**config.mk**
```make
export PLATFORM = sky130hd
export DESIGN_NAME = tilt_filter
export DESIGN_NICKNAME = d
export VERILOG_FILES = /design/src/rtl/tilt_filter.sv
export SDC_FILE = /design/constraint.sdc
export NUM_CORES = 1
export LEC_CHECK = 0
export BUFFER_PORTS_ARGS = -buffer_cell sky130_fd_sc_hd__buf_2
export CORE_UTILIZATION = 40
export DETAILED_ROUTE_END_ITERATION = 16
export PLACE_DENSITY = 0.56
export SYNTH_ARGS = -nofsm -noshare
export SYNTH_HDL_FRONTEND = slang
export SYNTH_SLANG_ARGS = --single-unit
```
**constraint.sdc**
```tcl
create_clock -name MAX10_CLK1_50 -period 3.32 [get_ports MAX10_CLK1_50]
set_input_delay 0 -clock MAX10_CLK1_50 [delete_from_list [all_inputs] [get_ports MAX10_CLK1_50]]
set_output_delay 0 -clock MAX10_CLK1_50 [all_outputs]
set_load 0.005 [all_outputs]
```
**src/rtl/tilt_filter.sv**
```systemverilog
// Accelerometer tilt filter: block-averages N samples per axis, applies deadzone, shift and
// saturation, then publishes the latest result to the display on the next frame_start strobe.
module tilt_filter #(
  parameter int unsigned N_LOG2   = 3,
  parameter int unsigned DEADZONE = 16,
  parameter int unsigned SHIFT    = 2,
  parameter int unsigned TILT_MAX = 200
) (
  input  logic               MAX10_CLK1_50,
  input  logic               reset,
  input  logic               sample_valid,
  input  logic signed [15:0] data_x,
  input  logic signed [15:0] data_y,
  input  logic               frame_start,
  output logic signed [9:0]  tilt_x,
  output logic signed [9:0]  tilt_y,
  output logic               tilt_update,
  output logic [7:0]         overrun_cnt
);

  localparam int unsigned AccW = 16 + N_LOG2;
  localparam int unsigned CntW = (N_LOG2 > 0) ? N_LOG2 : 1;
  localparam int unsigned NLast = (1 << N_LOG2) - 1;
  localparam logic signed [15:0] DeadZone = 16'(DEADZONE);
  localparam logic signed [15:0] TiltMax  = 16'(TILT_MAX);

  logic signed [AccW-1:0] r_acc_x, r_acc_y, r_sum_x, r_sum_y;
  logic        [CntW-1:0] r_cnt;
  logic                   r_sum_vld;
  logic signed [15:0]     r_avg_x, r_avg_y;
  logic                   r_avg_vld;
  logic signed [9:0]      r_pend_x, r_pend_y;
  logic                   r_pend;
  logic signed [9:0]      r_tilt_x, r_tilt_y;
  logic                   r_update;
  logic        [7:0]      r_overrun;

  logic signed [AccW-1:0] w_acc_nx, w_acc_ny;
  logic                   w_last;
  logic                   w_publish;
  logic signed [9:0]      w_shaped_x, w_shaped_y;

  function automatic logic signed [9:0] f_shape(input logic signed [15:0] a);
    logic signed [15:0] v;
    if ((a > -DeadZone) && (a < DeadZone)) v = '0;
    else                                   v = a >>> SHIFT;
    if (v > TiltMax)       v = TiltMax;
    else if (v < -TiltMax) v = -TiltMax;
    return 10'(v);
  endfunction

  always_comb begin
    w_acc_nx   = r_acc_x + AccW'(data_x);
    w_acc_ny   = r_acc_y + AccW'(data_y);
    w_last     = (r_cnt == CntW'(NLast));
    // Publish only what was already pending before this edge.
    w_publish  = frame_start && r_pend;
    w_shaped_x = f_shape(r_avg_x);
    w_shaped_y = f_shape(r_avg_y);
  end

  always_ff @(posedge MAX10_CLK1_50) begin
    if (reset) begin
      r_acc_x   <= '0;
      r_acc_y   <= '0;
      r_cnt     <= '0;
      r_sum_x   <= '0;
      r_sum_y   <= '0;
      r_sum_vld <= 1'b0;
      r_avg_x   <= '0;
      r_avg_y   <= '0;
      r_avg_vld <= 1'b0;
      r_pend_x  <= '0;
      r_pend_y  <= '0;
      r_pend    <= 1'b0;
      r_tilt_x  <= '0;
      r_tilt_y  <= '0;
      r_update  <= 1'b0;
      r_overrun <= '0;
    end else begin
      r_sum_vld <= 1'b0;
      if (sample_valid) begin
        if (w_last) begin
          r_sum_x   <= w_acc_nx;
          r_sum_y   <= w_acc_ny;
          r_sum_vld <= 1'b1;
          r_acc_x   <= '0;
          r_acc_y   <= '0;
          r_cnt     <= '0;
        end else begin
          r_acc_x <= w_acc_nx;
          r_acc_y <= w_acc_ny;
          r_cnt   <= r_cnt + CntW'(1);
        end
      end

      r_avg_vld <= r_sum_vld;
      r_avg_x   <= 16'(r_sum_x >>> N_LOG2);
      r_avg_y   <= 16'(r_sum_y >>> N_LOG2);

      r_update <= w_publish;
      if (w_publish) begin
        r_tilt_x <= r_pend_x;
        r_tilt_y <= r_pend_y;
      end

      if (r_avg_vld) begin
        r_pend_x <= w_shaped_x;
        r_pend_y <= w_shaped_y;
        r_pend   <= 1'b1;
        if (r_pend && !w_publish && (r_overrun != 8'hFF)) r_overrun <= r_overrun + 8'd1;
      end else if (w_publish) begin
        r_pend <= 1'b0;
      end
    end
  end

  assign tilt_x      = r_tilt_x;
  assign tilt_y      = r_tilt_y;
  assign tilt_update = r_update;
  assign overrun_cnt = r_overrun;

endmodule

```
# Yosys cells after proc, flatten, opt, wreduce, memory -nomap -nowiden
# Cells that the tools add are included.
# word_totals
in_bits	36
out_inout_bits	29
ff_bits	163
elab_cells	53
# classes
n_mux	12
n_lt_le_gt_ge	8
n_bitwise	1
reduce_logical	10
n_addsub	4
eq_ne	2
# ops
cell	n
$mux 10	4
$add 19x16->19	2
$mux 19	2
$gt 16x5->1 const B	2
$gt 16x9->1 const B	2
$lt 16x6->1 const B	2
$lt 16x9->1 const B	2
$mux 16	2
$add 8x1->8 const B	1
$ne 8x8->1 const B	1
$logic_and 1x1->1	5
$reduce_and 2->1	2
$add 3x1->3 const B	1
$eq 3x3->1 const B	1
$mux 1	3
$mux 3	1
$reduce_bool 2->1	1
$reduce_or 2->1	1
$logic_not 1->1	1
$not 1->1	1

# Depth between registers and ports, before layout
# logic_depth
word_depth	6
mapped_depth	10

# Worst setup path after synthesis
# No wires, ideal clock.
# synth_path
path_type	reg-to-reg
start	register r_acc_y[0]
end	register r_sum_y[18]
stages_incl_launch_ff	11
slack_ns	0.970
required_time_ns	3.241
synth_period_minus_slack_ns	2.350
arrival_time_ns	2.271
cell_sequence	dfxtp_1 > ha_1 > inv_1 > fa_1 > nor2b_1 > o31ai_1 > a211o_1 > a31o_2 > and3b_1 > or2_1 > a211oi_2
# synth_between
elab_chain_cells	1
# synth_rtl
item	line	rtl
start: declaration	27	logic signed [AccW-1:0] r_acc_x, r_acc_y, r_sum_x, r_sum_y;
start signal: assignment	92	r_acc_y <= w_acc_ny;
$add 19x16->19	54	w_acc_ny = r_acc_y + AccW'(data_y);
end signal: assignment	85	r_sum_y <= w_acc_ny;
end: declaration	27	
# No other way between the ends.
# A chain may end at the register's enable or synchronous reset.

# Worst setup path in the final report
# layout_path
start	register r_acc_y[0]
end	register r_acc_y[18]
# layout_between
elab_chain_cells	2
# layout_rtl
item	line	rtl
$add 19x16->19	54	
$mux 19	83	if (w_last) begin
# No other way between the ends.

==> out/summary.md <==
Status
• run status: complete, no violations

Synthesis
• async set-or-reset flop fraction in the synthesized netlist: 0
• Most used DFF post-synth: dfxtp_1
• portion of the post-synthesis area used by sequential elements: 0.439
• post-synthesis cell type count: 64
• library cell with the largest summed area after synthesis: dfxtp_1
• number of enable flip-flop cells after synthesis: 0
• summed instance area of the synthesized netlist: 0.00717 mm²
• Net Count, Synth: 905
• number of synthesized register bits: 157
• top area cells in the synthesized netlist: dfxtp_1 44%, ha_1 6.8%, nand2_1 5.9%
• total number of yosys warnings: 0
• synthesized netlist cell count: 828
• area share of the largest cell type after synthesis: 0.439
• mean instance size in the synthesized netlist: 8.65 µm²

Place
• placed cell area: 0.00770 mm²
• count of input and output buffers: 64
• weighted congestion at the end of routability-driven global placement: 0.832
• pre-CTS setup slack: 0.778 ns
• cell count after placement: 1,091
• placed wire-length estimate: 10,800 µm

Clock network
• CTS Root Buffer Type: clkbuf_16
• number of sinks driven by the clock tree: 157
• Skew-Pair Late Insertion Delay: 0.43 ns
• clk slew on worst S/H paths: 0.07 ns
• H-Tree Level Count: 4
• buffer depth of the longest clock path: 2
• Post-CTS Setup Inserts: 0
• TritonCTS Buffers: 17
• CTS tree: built

Pwr
• static leakage: 3.40 nW
• total power divided by cell area: 575 mW/mm²
• worst-case vdd ir drop: 0.000392 V

Timing
• Tmin final: 2.58 ns
• post-route setup slack: 0.738 ns
• final hold violation count: 0
• final setup vio count: 0
• Least-Margin Pin Slew: 0.926 ns
• max-slew violation total from the final report: 0
• post-route clock period utilization: 0.778
• worst setup skew after layout: 0.0108 ns
• setup tns final: 0 ns
• maximum operating frequency: 0.387 GHz
• setup repair after global routing missed its margin: no
• worst relative slew slack: 0.382

Critical path
• worst-path maximum fanout: 3
• kind of capture point of the worst setup path: register
• Worst Path Arrival: 2.87 ns
• type of element launching the critical path: register
• type of the setup path with the least slack: register to register
• worst path required time: 3.60 ns

Routing
• Antenna Nets Post-Route: 0
• routed vias: 5,789
• number of remaining DRC errors: 0
• via/cell ratio: 5.14
• First-pass DRT Iterations: 5
• WL final: 15,700 µm
• violation count after the first detailed-routing iteration: 332
• WL/cell: 13.9 µm

Global routing
• pin count of the biggest net entering global routing: 76
• final global-route overflow total: 0
• antenna violations before repair: 0
• first-pass GRT wire length: 26,000 µm
• via count of the first global-routing pass: 5,349
• Total GRT Usage: 0.179

Finish
• FILL cells: 1,705
• area added between synthesis and finish: 16.7%
• number of standard cells in the final layout excluding fillers: 1,127
• number of inserted diodes: 0
• most common cell after layout, fill and taps aside: dfxtp_1
• Finished Cell Area: 0.00837 mm²
• most frequent cells in the layout: 157 x dfxtp_1, 112 x nand2_1, 80 x nor2_1
• final layout net count: 966
• fin util: 0.480
• proportion of layout cells with a drive suffix above 1: 0.132

Floorplanning
• area of the core: 0.0174 mm²
• area enclosed by the die boundary: 0.0185 mm²
• IO Pins: 65
• effective utilization at floorplan: 0.411
• vertical die dimension: 136 µm
• Die W: 136 µm
• standard-cell rows: 48

Worst hold path
• classification of the worst-slack hold path: input port to register

Run
• number of max-capacitance violations reported: 0

Yosys cell counts, types with 7 or more instances:
| library cell | instances |
|---|---|
| inv_1 | 17 |
| o21ai_0 | 29 |
| nand3_1 | 19 |
| xnor2_1 | 19 |
| nor2b_1 | 38 |
| a22oi_1 | 17 |
| o21a_1 | 8 |
| ha_1 | 39 |
| nand2_1 | 112 |
| a21oi_1 | 77 |
| dfxtp_1 | 157 |
| xor2_1 | 12 |
| nor3_1 | 19 |
| a211oi_1 | 11 |
| a21o_1 | 11 |
| a22o_1 | 13 |
| and2_1 | 10 |
| nand2b_1 | 7 |
| nor2_1 | 81 |
| clkbuf_1 | 27 |
path summary, 6_finish.rpt:
check,start,endpoint,slack [ns],cells after the start
max,r_acc_y[0],r_acc_y[18],0.74,10
min,data_x[15],r_sum_x[18],0.05,3
max reg2reg,r_acc_y[0],r_acc_y[18],0.74,10
min reg2reg,r_sum_vld,r_avg_vld,0.44,1
metrics by stage:
step	power (mW)	hold slack, ns
6_report	4.81	0.0476
5_1_grt	5.04	0.0616
4_1_cts	4.86	0.0283
3_5_place_dp	2.78	0.332
3_3_place_gp	2.79	0.330
2_1_floorplan	2.61	0.0791
cell families after synthesis:
kind of cell	Yosys count	share of synthesized area
xor+xnor	31	0.0379
flops	157	0.439
fa+ha+maj	41	0.0737
mux	3	0.00419
compound gates	226	0.211
buf+inv	51	0.0267
simple gates	319	0.208
final cells by class:
cell class | instances | area, µm² | share of cell area
well taps | 225 | 282 | 0.0337
multi-input cells | 620 | 3830 | 0.458
clock buffers | 18 | 429 | 0.0513
repair buffers | 75 | 415 | 0.0497
clock inverters | 14 | 195 | 0.0233
inverters | 18 | 67.6 | 0.00808
flip-flops and latches | 157 | 3140 | 0.376
critical path, cell delays in order, from the launching register on:
cell and delay [ns]:
dfxtp_1 0.33, ha_1 0.18, inv_1 0.06, fa_1 0.40
nor2b_1 0.22, o31ai_1 0.13, a211o_1 0.31, a31o_2 0.24
a21boi_0 0.27, or2_1 0.19, o221ai_1 0.11
metal layers:
metal  wire [µm]  vias up  GRT usage
li1            -     3055          -
met1        8350     2612      0.253
met2        6540      105      0.261
met3         607       17     0.0451
met4         155        0     0.0599
met5           0        -          0
registers in the layout (all words and copies together), names as in the netlist, 10 cells and up:
| register | count |
|---|---|
| r_acc_x | 19 |
| r_acc_y | 19 |
| r_avg_x | 16 |
| r_avg_y | 16 |
| r_sum_x | 16 |
| r_sum_y | 16 |
| r_pend_x | 10 |
| r_pend_y | 10 |
| tilt_x | 10 |
| tilt_y | 10 |
what timing repair did:
action                    4_1_cts  5_1_grt
hold buffers                    4        0
gates resized for setup         0        0
hold endpoints to repair        5        0
where the power goes:
| group | internal (mW) | switching (mW) | total [mW] |
|---|---|---|---|
| registers | 1.95 | 0.0392 | 1.99 |
| logic | 0.315 | 0.451 | 0.766 |
| clock network | 1.16 | 0.896 | 2.05 |
Note: power is estimated with default switching activity, not from simulation.
